`config.mk`:
```
export PLATFORM = sky130hd
export DESIGN_NAME = cam_config_seq_flat
export DESIGN_NICKNAME = d
export VERILOG_FILES = /design/src/rtl/cam_config_seq_if.sv /design/src/rtl/cam_config_seq.sv /design/src/flat_wrapper.sv
export SDC_FILE = /design/constraint.sdc
export NUM_CORES = 1
export LEC_CHECK = 0
export ABC_AREA = 1
export CAP_MARGIN = 20
export CORE_UTILIZATION = 53
export CTS_CLUSTER_DIAMETER = 40
export DETAILED_ROUTE_END_ITERATION = 8
export GPL_TIMING_DRIVEN = 0
export HOLD_SLACK_MARGIN = 0.1
export PLACE_DENSITY = 0.8
export SLEW_MARGIN = 20
export SYNTH_ARGS = -nofsm -noshare
export SYNTH_HDL_FRONTEND = slang
export SYNTH_SLANG_ARGS = --single-unit
```
`constraint.sdc`:
```
create_clock -name i_clk -period 2.04 [get_ports i_clk]
set_clock_uncertainty 0.2 [all_clocks]
set_input_delay 0.408 -clock i_clk [delete_from_list [all_inputs] [get_ports i_clk]]
set_output_delay 0.408 -clock i_clk [all_outputs]
set_load 0.1 [all_outputs]
```
`src/rtl/cam_config_seq_if.sv`:
```
// ---------------------------------------------------------------------------
// cam_config_seq_if
//
// Groups the signals between the camera configuration sequencer and its
// surroundings: the start/status handshake with the bring-up logic, the
// register-table ROM read port and the SCCB master write-request handshake.
//
// Signals (direction as seen by the sequencer, modport master):
//   i_start       in   single-cycle request to run the table from entry 0
//   o_rom_addr    out  ROM read address (ADDR_W bits)
//   i_rom_data    in   ROM word {reg_addr, reg_value}, valid one cycle later
//   o_sccb_start  out  single-cycle write request to the SCCB master
//   o_sccb_reg    out  register address for the write
//   o_sccb_val    out  register value for the write
//   i_sccb_ready  in   SCCB master idle / able to accept a request
//   o_busy        out  sequence in progress
//   o_done        out  end marker reached, held until next start
//   o_err         out  table overran without an end marker, held until next start
//
// The slave modport is the environment side (bring-up logic, ROM, SCCB).
// ---------------------------------------------------------------------------
interface cam_config_seq_if #(
    parameter int ADDR_W = 8
);
    logic              i_start;
    logic [ADDR_W-1:0] o_rom_addr;
    logic [15:0]       i_rom_data;
    logic              o_sccb_start;
    logic [7:0]        o_sccb_reg;
    logic [7:0]        o_sccb_val;
    logic              i_sccb_ready;
    logic              o_busy;
    logic              o_done;
    logic              o_err;

    modport master (
        input  i_start,
        input  i_rom_data,
        input  i_sccb_ready,
        output o_rom_addr,
        output o_sccb_start,
        output o_sccb_reg,
        output o_sccb_val,
        output o_busy,
        output o_done,
        output o_err
    );

    modport slave (
        output i_start,
        output i_rom_data,
        output i_sccb_ready,
        input  o_rom_addr,
        input  o_sccb_start,
        input  o_sccb_reg,
        input  o_sccb_val,
        input  o_busy,
        input  o_done,
        input  o_err
    );
endinterface

```
`src/rtl/cam_config_seq.sv`:
```
// ---------------------------------------------------------------------------
// cam_config_seq
//
// Reads the OV7670 register table from a 1-cycle-latency ROM, starting at
// entry 0, and hands each {reg_addr, reg_value} word to the SCCB master as a
// single write request. Two marker words are recognised:
//   16'hFFF0  settle delay of DELAY_CYCLES clocks, then continue
//   16'hFFFF  end of table, raise o_done
// Running off the last ROM entry without an end marker raises o_err; the
// index never wraps back to 0.
//
// Ports:
//   i_clk   system clock
//   i_rstn  asynchronous active-low reset
//   bus     cam_config_seq_if.master (start/status, ROM port, SCCB handshake)
//
// Parameters:
//   DELAY_CYCLES  clocks spent on a delay marker (minimum 1)
//   ADDR_W        ROM address width, table depth 2^ADDR_W
// ---------------------------------------------------------------------------
module cam_config_seq #(
    parameter int DELAY_CYCLES = 270000,
    parameter int ADDR_W       = 8
) (
    input  logic                  i_clk,
    input  logic                  i_rstn,
    cam_config_seq_if.master      bus
);

    // Counter only ever holds DELAY_CYCLES-1 down to 0.
    localparam int CNT_W = (DELAY_CYCLES > 1) ? $clog2(DELAY_CYCLES) : 1;

    localparam logic [CNT_W-1:0]  CNT_LOAD = CNT_W'(DELAY_CYCLES - 1);
    localparam logic [ADDR_W-1:0] LAST_IDX = '1;
    localparam logic [15:0]       WORD_END = 16'hFFFF;
    localparam logic [15:0]       WORD_DLY = 16'hFFF0;

    typedef enum logic [2:0] {
        S_IDLE,
        S_FETCH,
        S_DECODE,
        S_SEND,
        S_HOLD,
        S_WAIT,
        S_DELAY,
        S_FIN
    } state_t;

    state_t            state_q, state_d;
    logic [ADDR_W-1:0] idx_q,   idx_d;
    logic [CNT_W-1:0]  cnt_q,   cnt_d;
    logic [7:0]        reg_q,   reg_d;
    logic [7:0]        val_q,   val_d;
    logic              done_q,  done_d;
    logic              err_q,   err_d;
    logic              start_c;
    logic              advance_c;

    // -----------------------------------------------------------------------
    // State and datapath registers
    // -----------------------------------------------------------------------
    always_ff @(posedge i_clk or negedge i_rstn) begin
        if (!i_rstn) begin
            state_q <= S_IDLE;
            idx_q   <= '0;
            cnt_q   <= '0;
            reg_q   <= '0;
            val_q   <= '0;
            done_q  <= 1'b0;
            err_q   <= 1'b0;
        end else begin
            state_q <= state_d;
            idx_q   <= idx_d;
            cnt_q   <= cnt_d;
            reg_q   <= reg_d;
            val_q   <= val_d;
            done_q  <= done_d;
            err_q   <= err_d;
        end
    end

    // -----------------------------------------------------------------------
    // Next-state and output logic
    // -----------------------------------------------------------------------
    always_comb begin
        state_d   = state_q;
        idx_d     = idx_q;
        cnt_d     = cnt_q;
        reg_d     = reg_q;
        val_d     = val_q;
        done_d    = done_q;
        err_d     = err_q;
        start_c   = 1'b0;
        advance_c = 1'b0;

        case (state_q)
            S_IDLE, S_FIN: begin
                if (bus.i_start) begin
                    idx_d   = '0;
                    done_d  = 1'b0;
                    err_d   = 1'b0;
                    state_d = S_FETCH;
                end
            end

            // Address is already on o_rom_addr; the word arrives next cycle.
            S_FETCH: begin
                state_d = S_DECODE;
            end

            S_DECODE: begin
                if (bus.i_rom_data == WORD_END) begin
                    done_d  = 1'b1;
                    state_d = S_FIN;
                end else if (bus.i_rom_data == WORD_DLY) begin
                    cnt_d   = CNT_LOAD;
                    state_d = S_DELAY;
                end else begin
                    reg_d   = bus.i_rom_data[15:8];
                    val_d   = bus.i_rom_data[7:0];
                    state_d = S_SEND;
                end
            end

            // The request is combinational on ready so it can never be
            // raised while the master is busy, and it lasts one cycle
            // because the state leaves SEND on the same edge.
            S_SEND: begin
                if (bus.i_sccb_ready) begin
                    start_c = 1'b1;
                    state_d = S_HOLD;
                end
            end

            // Master may still show ready in the cycle after the request;
            // skip it so that stale ready is not taken as completion.
            S_HOLD: begin
                state_d = S_WAIT;
            end

            S_WAIT: begin
                if (bus.i_sccb_ready) begin
                    advance_c = 1'b1;
                end
            end

            // Loaded with DELAY_CYCLES-1, so counting down through 0 gives
            // a dwell of exactly DELAY_CYCLES cycles.
            S_DELAY: begin
                if (cnt_q == '0) begin
                    advance_c = 1'b1;
                end else begin
                    cnt_d = cnt_q - 1'b1;
                end
            end

            default: begin
                state_d = S_IDLE;
            end
        endcase

        // Moving past the last entry is an overrun, not a wrap.
        if (advance_c) begin
            if (idx_q == LAST_IDX) begin
                err_d   = 1'b1;
                done_d  = 1'b0;
                state_d = S_FIN;
            end else begin
                idx_d   = idx_q + 1'b1;
                state_d = S_FETCH;
            end
        end
    end

    // -----------------------------------------------------------------------
    // Outputs. busy and start derive from the state register so both fall
    // as soon as reset asserts.
    // -----------------------------------------------------------------------
    assign bus.o_rom_addr   = idx_q;
    assign bus.o_sccb_start = start_c;
    assign bus.o_sccb_reg   = reg_q;
    assign bus.o_sccb_val   = val_q;
    assign bus.o_busy       = (state_q != S_IDLE) && (state_q != S_FIN);
    assign bus.o_done       = done_q;
    assign bus.o_err        = err_q;

endmodule

```
`src/flat_wrapper.sv`:
```
// flat-port wrapper written by rule: the top's interface ports become plain ports
module cam_config_seq_flat 
#(
    parameter int DELAY_CYCLES = 270000,
    parameter int ADDR_W       = 8
)
  (i_clk, i_rstn, bus_i_start, bus_i_rom_data, bus_i_sccb_ready, bus_o_rom_addr, bus_o_sccb_start, bus_o_sccb_reg, bus_o_sccb_val, bus_o_busy, bus_o_done, bus_o_err);
  cam_config_seq_if #(.ADDR_W(ADDR_W)) bus_i ();
  input  logic i_clk;
  input  logic i_rstn;
  input wire logic [$bits(bus_i.i_start)-1:0] bus_i_start;
  input wire logic [$bits(bus_i.i_rom_data)-1:0] bus_i_rom_data;
  input wire logic [$bits(bus_i.i_sccb_ready)-1:0] bus_i_sccb_ready;
  output wire logic [$bits(bus_i.o_rom_addr)-1:0] bus_o_rom_addr;
  output wire logic [$bits(bus_i.o_sccb_start)-1:0] bus_o_sccb_start;
  output wire logic [$bits(bus_i.o_sccb_reg)-1:0] bus_o_sccb_reg;
  output wire logic [$bits(bus_i.o_sccb_val)-1:0] bus_o_sccb_val;
  output wire logic [$bits(bus_i.o_busy)-1:0] bus_o_busy;
  output wire logic [$bits(bus_i.o_done)-1:0] bus_o_done;
  output wire logic [$bits(bus_i.o_err)-1:0] bus_o_err;
  assign bus_i.i_start = bus_i_start;
  assign bus_i.i_rom_data = bus_i_rom_data;
  assign bus_i.i_sccb_ready = bus_i_sccb_ready;
  assign bus_o_rom_addr = bus_i.o_rom_addr;
  assign bus_o_sccb_start = bus_i.o_sccb_start;
  assign bus_o_sccb_reg = bus_i.o_sccb_reg;
  assign bus_o_sccb_val = bus_i.o_sccb_val;
  assign bus_o_busy = bus_i.o_busy;
  assign bus_o_done = bus_i.o_done;
  assign bus_o_err = bus_i.o_err;
  cam_config_seq #(.DELAY_CYCLES(DELAY_CYCLES), .ADDR_W(ADDR_W)) u_core (.i_clk(i_clk), .i_rstn(i_rstn), .bus(bus_i));
endmodule
```
## Word-level counts from Yosys, hierarchy flattened

Index checks and enable logic that the tools add are counted.

| word-level totals | value |
|---|---|
| register bits | 48 |
| output and inout port bits | 28 |

| cells by class | value |
|---|---|
| $add $sub $neg | 2 |
| bitwise gates (word level) | 2 |
| reductions and logical operators | 10 |
| equal/unequal tests | 16 |
| muxes and demuxes | 28 |

Operators with widths:

| kind | count |
|---|---|
| 19-bit two-way mux | 3 |
| 19-bit one-hot mux with 2 select lines | 1 |
| 16-bit == test (second input constant) | 2 |
| 8-bit two-way mux | 4 |
| 19-bit logical NOT | 1 |
| 19-bit by 1-bit subtractor with 19-bit output (second input constant) | 1 |
| 3-bit two-way mux | 6 |
| 3-bit one-hot mux with 5 select lines | 1 |
| 3-bit == test (second input constant) | 4 |
| 1-bit two-way mux | 11 |
| 8-bit by 1-bit adder with 8-bit output (second input constant) | 1 |
| 8-bit == test (second input constant) | 1 |
| 3-bit by 2-bit == test with 1-bit output (second input constant) | 2 |
| 3-bit by 2-bit != test with 1-bit output (second input constant) | 2 |
| 3-bit AND reduction | 2 |
| 6-bit nonzero test | 1 |
| 2-bit != test (second input constant) | 2 |
| 1-bit one-hot mux with 2 select lines | 2 |
| 4-bit AND reduction | 1 |
| 3-bit by 1-bit == test with 1-bit output (second input constant) | 1 |
| 3-bit logical NOT | 1 |
| 3-bit != test (second input constant) | 1 |
| 3-bit nonzero test | 1 |
| 2-bit by 1-bit != test with 1-bit output (second input constant) | 1 |
| 4 further kinds | 5 |

## Logic depth before layout (Yosys ltp)

Gate-level depths: netlist of run 1.

| logic depth | value |
|---|---|
| word-level depth | 5 |
| mapped depth | 10 |

## Worst setup path before layout of run 1

OpenSTA, ideal clock, no wires.

| timing | value |
|---|---|
| path type | register to output |
| start point | reg u_core.state_q[2] |
| end point | out bus_o_sccb_start |
| cell stages (with the launch flop) | 5 |
| path slack | -0.484 ns |
| required time | 1.432 ns |
| arrival | 1.916 ns |
| path through | dfrtp_1 > buf_4 > inv_1 > nand3_1 > nor2_1 |

| between the ends | value |
|---|---|
| word-level cells in the longest chain between the ends | 2 |

RTL lines:

| what | line | text |
|---|---|---|
| start, declared | cam_config_seq.sv:49 | `state_t state_q, state_d;` |
| start signal, assigned | cam_config_seq.sv:72 | `state_q <= state_d;` |
| 3-bit by 2-bit == test with 1-bit output | cam_config_seq.sv:96 | `case (state_q)` |
| 1-bit two-way mux | cam_config_seq.sv:96 |  |
| end, declared | flat_wrapper.sv:15 | `output wire logic [$bits(bus_i.o_sccb_start)-1:0] bus_o_sccb_start;` |

No other way between the ends.

## Final worst setup path of run 1

| timing | value |
|---|---|
| start point | reg u_core.state_q[2] |
| end point | out bus_o_busy |

| between the ends | value |
|---|---|
| word-level cells in the longest chain between the ends | 2 |
| elaborated cells between the ends (all ways) | 3 |
| classes of those cells | eq/ne: 1; reduce/logical: 2 |

RTL lines:

| what | line | text |
|---|---|---|
| 3-bit != test / 3-bit nonzero test (equally long branches) | cam_config_seq.sv:183 | `assign bus.o_busy = (state_q != S_IDLE) && (state_q != S_FIN);` |
| 1-bit logical AND (*) | cam_config_seq.sv:183 |  |
| end, declared | flat_wrapper.sv:18 | `output wire logic [$bits(bus_i.o_busy)-1:0] bus_o_busy;` |

Mark *: on every way between the ends. The rest lies on a longest branch, timed or not.

==> results of run 1 <==
layout by cell type, fill, tap and decap left out, types with 5 or more instances in the layout:
| cell type | count |
|---|---|
| dfrtp_1 | 43 |
| nand4_1 | 6 |
| inv_1 | 29 |
| buf_6 | 6 |
| clkdlybuf4s15_2 | 26 |
| buf_4 | 8 |
| clkbuf_8 | 6 |
| nand2_1 | 145 |
| o21ai_2 | 5 |
| inv_2 | 6 |
| dfrtp_2 | 5 |
| o21ai_1 | 14 |
| clkdlybuf4s50_1 | 18 |
| nand2_2 | 5 |
| nand3_1 | 59 |
| nor2_1 | 52 |
cell usage after synthesis, drive strengths merged:
cell	instances	area [um^2]
a21boi	1	7.510
a21oi	2	21.27
and2	1	6.260
buf	10	75.06
dfrtp	48	1201
ha	3	37.54
inv	35	131.4
nand2	152	593.1
nand3	63	330.3
nand3b	1	7.510
nand4	6	37.54
nor2	57	231.5
nor3	1	5.000
nor3b	1	7.510
o21ai	22	128.9
or2	1	6.260
xnor2	4	35.03
xor2	3	26.28
through the flow:
stage | total power (W) | instances | worst slack [ns] | cell area, um^2
after floorplan | 0.004238 | 411 | -0.03235 | 2900
after global placement | 0.004975 | 528 | -1.194 | 3458
after detailed placement | 0.005042 | 529 | -0.8096 | 3473
after CTS | 0.005635 | 538 | -0.0002597 | 3621
after global routing | 0.006230 | 543 | -0.008852 | 3716
final | 0.005816 | 543 | 0.03066 | 3716
worst min path at each step:
| stage | to | from | cells after the start | slack, ns |
|---|---|---|---|---|
| after floorplan | u_core.bus.o_done | i_rstn | 0 | -0.09 |
| after global placement | u_core.bus.o_sccb_reg[7] | u_core.bus.o_sccb_reg[7] | 2 | 0.25 |
| after detailed placement | u_core.bus.o_sccb_val[2] | i_rstn | 1 | 0.18 |
| after CTS | u_core.bus.o_sccb_val[1] | u_core.bus.o_sccb_val[1] | 2 | 0.28 |
| after global routing | u_core.bus.o_sccb_reg[5] | u_core.bus.o_sccb_reg[5] | 2 | 0.31 |
| final | u_core.bus.o_sccb_val[3] | u_core.bus.o_sccb_val[3] | 2 | 0.27 |
critical path: cells and delay by family, from the launching register on:
kind                   cells  cell delay, ns
AOI/OAI and AO/OA          1            0.09
buffers and inverters      3            0.50
DFF                        1            0.37
and+or+nand+nor            1            0.12
power by group through the flow:
stage,combinational (W),clock (W),sequential (W)
final,0.00369,0.000610,0.00151
after CTS,0.00350,0.000627,0.00151
after global routing,0.00401,0.000665,0.00156
after global placement,0.00346,0,0.00151
after floorplan,0.00155,0,0.00268
after detailed placement,0.00352,0,0.00152
area by class of cell:
type | count | area share (%)
sequential | 48 | 32.49
inverter | 35 | 3.535
timing repair buffer | 54 | 15.52
tap | 70 | 2.357
clock inverter | 2 | 0.4040
multi-input combinational | 318 | 41.08
clock buffer | 6 | 2.222
buffer | 10 | 2.391
per-layer routing:
layer	GRT usage [%]	wire (um)	vias up
li1	-	-	1427
met1	33.50	3071	1284
met2	41.30	3302	86
met5	0	0	-
met3	3.175	386	11
met4	11.11	110	0
kinds of logic after synthesis:
family	Yosys count	synth area share, %
adder cells (fa/ha/maj)	3	1.299
AND/OR/NAND/NOR	283	42.40
XOR/XNOR	7	2.122
buffers and inverters	45	7.146
flip-flops	48	41.58
AO/OA/AOI/OAI	25	5.457
timing repair:
item / 4_1_cts / 5_1_grt
pin swaps: 0 / 3
hold endpoints to repair: 18 / 0
buffers inserted: 0 / 5
endpoints found under the setup margin: 28 / 26
gates resized for setup: 93 / 17
hold buffers: 1 / 0
==> impl_metrics.env, run 1 <==
export IMPL_largest_register_ff_count=19
export IMPL_period_share_pct=98.50
export IMPL_die_area_mm2=0.005750
export IMPL_tns_ns=0
export IMPL_grt_pass1_vias=2534
export IMPL_worstMarginPinSlew_ns=0.5553
export IMPL_end_kind="output pin"
export IMPL_fillers=412
export IMPL_wire_per_inst_um=12.65
export IMPL_grt_overflow_total=0
export IMPL_clk_pin_slew_worst_paths_ns=0.09
export IMPL_multiInputGateArea_mm2=0.001526
export IMPL_cts_sinks=48
export IMPL_critPathKind="reg2out"
export IMPL_grt_use_total_pct=25.22
export IMPL_cts_root_buffer="clkbuf_8"
export IMPL_drtIter0Drc=156
export IMPL_hold_slack_ns=0.2745
export IMPL_cts_buffers=5
export IMPL_setup_reg_to_reg_worst_slack_ns=0.12
export IMPL_post_route_min_period_ns=2.009
export IMPL_gp_congestion=0.9022
export IMPL_critPathMaxStageDelay_ns=0.37
export IMPL_synth_warnings=0
export IMPL_combPwrFrac_pct=63.5
export IMPL_max_freq_mhz=497.7
export IMPL_r2r_start="u_core.cnt_q[0]"
export IMPL_hold_class="reg2reg"
export IMPL_critPathLaunch="u_core.state_q[2]"
export IMPL_start_kind="flop"
export IMPL_floorplan_initialDensity_pct=55.85
export IMPL_crit_end="bus_o_busy"
export IMPL_maxSlewViolCount=0
export IMPL_synth_seq_cells=48
export IMPL_drt_pass1_iterations=4
export IMPL_power_share_clock_pct=10.5
export IMPL_coreArea_mm2=0.005172
export IMPL_die_y_um=75.83
export IMPL_antenna_found_initial=0
export IMPL_row_count=26
export IMPL_clockBufferDepth=2
export IMPL_dp_hpwl_um=4898
export IMPL_p_sw_w=0.003259
export IMPL_portBuffers=47
export IMPL_maxSlewHeadroom_pct=63.15
export IMPL_hold_viol=0
export IMPL_synth_nets=434
export IMPL_maxCapViolations=0
export IMPL_syn_avg_cell_area_um2=7.029
export IMPL_yosysSeqAreaShare_pct=41.58
export IMPL_antenna_cells=0
export IMPL_intPower_w=0.002557
export IMPL_ant_nets=0
export IMPL_drive_gt1_share_pct=18.60
export IMPL_die_w_um=75.83
export IMPL_leakagePower_nw=1.804
export IMPL_r2r_end="u_core.cnt_q[11]"
export IMPL_drt_vias_per_instance=5.171
export IMPL_rsz0062_at_grt="yes"
export IMPL_fin_util_pct=71.84
export IMPL_arrival_ns=1.40
export IMPL_peakVddDrop_v=0.0007762
export IMPL_nets=495
export IMPL_syn_instance_count=411
export IMPL_cts_tree="built"
export IMPL_ff_latch_area_mm2=0.001207
export IMPL_ios=48
export IMPL_status="completed"
export IMPL_drc=0
export IMPL_htree_levels=2
export IMPL_syn_area_mm2=0.002889
export IMPL_critPathRequiredTime_ns=1.43
export IMPL_top_register="u_core.cnt_q"
export IMPL_grt_max_degree=31
export IMPL_pwr_share_seq_pct=26.0
export IMPL_area_delta_synth_final_pct=28.63
export IMPL_reg2reg_depth=10
export IMPL_powerDensity_mw_per_mm2=1565
export IMPL_clock_latency_ns=0.31
export IMPL_synth_cell_types=30
export IMPL_cp_slowest_cell="dfrtp_1"
export IMPL_grt_pass1_wl_um=10920
export IMPL_switching_share_pct=56.04
export IMPL_setup_viol=0
export IMPL_path_max_fanout=8
export IMPL_vias=2808
export IMPL_wirelength_um=6870
export IMPL_crit_path_cell_trace="buf_4 -> inv_2 -> o21ai_1 -> nand2_2 -> buf_6"
(Power assumes the default switching activity.)
==> run 2: changes to the inputs <==
--- a/config.mk
+++ b/config.mk
@@ -7,12 +7,14 @@
 export LEC_CHECK = 0
 export ABC_AREA = 1
 export CAP_MARGIN = 20
-export CORE_UTILIZATION = 53
+export CELL_PAD_IN_SITES_DETAIL_PLACEMENT = 1
+export CELL_PAD_IN_SITES_GLOBAL_PLACEMENT = 2
+export CORE_UTILIZATION = 30
 export CTS_CLUSTER_DIAMETER = 40
 export DETAILED_ROUTE_END_ITERATION = 8
 export GPL_TIMING_DRIVEN = 0
 export HOLD_SLACK_MARGIN = 0.1
-export PLACE_DENSITY = 0.8
+export PLACE_DENSITY = 0.91
 export SLEW_MARGIN = 20
 export SYNTH_ARGS = -nofsm -noshare
 export SYNTH_HDL_FRONTEND = slang
==> impl_metrics.env, run 2 (synthesis gave the netlist of run 1 again) <==
export IMPL_status="completed"
export IMPL_cp_top_family="buffers and inverters"
export IMPL_critPathRequiredTime_ns=1.43
export IMPL_cp_slowest_cell="clkdlybuf4s15_2"
export IMPL_vias=2806
export IMPL_drtIter0Drc=94
export IMPL_arrival_ns=1.37
export IMPL_clock_latency_ns=0.31
export IMPL_largest_register_ff_count=19
export IMPL_gp_congestion=0.7604
export IMPL_critPathKind="reg2out"
export IMPL_powerDensity_mw_per_mm2=1580
export IMPL_leakagePower_nw=1.797
export IMPL_area_delta_synth_final_pct=30.58
export IMPL_post_route_min_period_ns=1.979
export IMPL_grt_max_degree=49
export IMPL_critPathMaxStageDelay_ns=0.59
export IMPL_portBuffers=47
export IMPL_maxSlewViolCount=0
export IMPL_die_y_um=100.1
export IMPL_htree_levels=2
export IMPL_hold_slack_ns=0.2748
export IMPL_antenna_cells=0
export IMPL_stdcell_area_mm2=0.003772
export IMPL_final_common_cell="nand2_1"
export IMPL_fillers=1210
export IMPL_ant_nets=0
export IMPL_cts_tree="built"
export IMPL_drt_pass1_iterations=4
export IMPL_place_area_mm2=0.003530
export IMPL_cts_sinks=48
export IMPL_path_buf_inv=1
export IMPL_hold_class="reg2reg"
export IMPL_cts_root_buffer="clkbuf_8"
export IMPL_grt_pass1_vias=2806
export IMPL_hold_viol=0
export IMPL_clk_pin_slew_worst_paths_ns=0.10
export IMPL_cts_buffers=5
export IMPL_maxSlewHeadroom_pct=57.69
export IMPL_row_count=35
export IMPL_grt_pass1_wl_um=13480
export IMPL_ios=48
export IMPL_grt_overflow_total=0
export IMPL_start_kind="flop"
export IMPL_drt_vias_per_instance=4.684
export IMPL_top_register="u_core.cnt_q"
export IMPL_max_freq_mhz=505.3
export IMPL_antenna_found_initial=0
export IMPL_dp_hpwl_um=5925
export IMPL_drc=0
export IMPL_die_w_um=100.1
export IMPL_total_power_w=0.005961
export IMPL_maxCapViolations=0
export IMPL_peakVddDrop_v=0.0009608
export IMPL_floorplan_initialDensity_pct=31.12
export IMPL_clockBufferDepth=2
export IMPL_nets=492
export IMPL_path_max_fanout=6
export IMPL_coreArea_mm2=0.009284
export IMPL_period_share_pct=97.00
export IMPL_wire_per_inst_um=13.47
export IMPL_setup_viol=0
export IMPL_worstMarginPinSlew_ns=0.6347
export IMPL_tns_ns=0
export IMPL_grt_use_total_pct=16.91
export IMPL_end_kind="output pin"
export IMPL_die_area_mm2=0.01003
export IMPL_drive_gt1_share_pct=18.51
export IMPL_layout_common_cells="nand2_1 (145), nand3_1 (59), nor2_1 (51)"
export IMPL_wirelength_um=8069
export IMPL_crit_path_cell_trace="clkdlybuf4s15_2"
==> run 2: cell types whose count changed in the layout (fill, tap and decap cells not counted), sizes merged <==
cell      before  now
clkinvlp       2    0
bufinv         0    1
clkbuf         7    5
clkinv         0    2
buf           18   16
==> run 2: cell type report <==
| cell class | count | area (um^2) | share of cell area (%) |
|---|---|---|---|
| Buffer | 10 | 85.08 | 2.255 |
| Inverter | 35 | 131.4 | 3.483 |
| Sequential cell | 48 | 1207 | 32.01 |
| Clock buffer | 5 | 68.82 | 1.824 |
| Multi-Input combinational cell | 318 | 1518 | 40.23 |
| Tap cell | 129 | 161.4 | 4.279 |
| Timing Repair Buffer | 51 | 553.0 | 14.66 |
| Clock inverter | 3 | 47.55 | 1.260 |
==> run 2: metrics by stage <==
stage / setup slack (ns) / util (%) / std cells
floorplan: -0.03235 / - / 411
detailed placement: -0.8154 / 38.02 / 587
global placement: -1.396 / 38.05 / 587
global route: -0.03941 / 40.63 / 599
CTS: -0.005112 / 39.85 / 596
finish: 0.06113 / 40.63 / 599
==> run 2: path summary, 6_finish.rpt <==
check	startpoint	end	slack, ns	depth (start not counted)
worst max-delay path	u_core.bus.o_rom_addr[5]	bus_o_rom_addr[5]	0.06	1
worst min-delay path	u_core.bus.o_sccb_val[4]	u_core.bus.o_sccb_val[4]	0.27	2
worst max register to register	u_core.cnt_q[0]	u_core.cnt_q[11]	0.14	10
worst min register to register	u_core.bus.o_sccb_val[4]	u_core.bus.o_sccb_val[4]	0.27	2
max in group asynchronous	i_rstn	u_core.bus.o_rom_addr[0]	0.71	2
min in group asynchronous	i_rstn	u_core.bus.o_sccb_val[5]	0.46	2
==> run 2: timing repair <==
item / CTS / global route
setup buffers: 0 / 3
endpoints found under the setup margin: 28 / 26
pin swaps: 0 / 3
resized for setup: 94 / 18
endpoints found under the hold margin: 48 / 0
hold buffers: 1 / 0
==> run 2: metal layers <==
| metal | vias up | share of wire [%] | GRT usage, % |
|---|---|---|---|
| met2 | 34 | 49 | 28.77 |
| li1 | 1422 | - | - |
| met4 | 0 | 1.0 | 4.013 |
| met5 | - | 0 | 0 |
| met1 | 1342 | 48 | 22.69 |
| met3 | 8 | 2.3 | 2.437 |
==> run 2: where the power goes <==
part           internal, W  switching, W
clock network     0.000370      0.000371
registers          0.00128      0.000253
logic             0.000995       0.00270
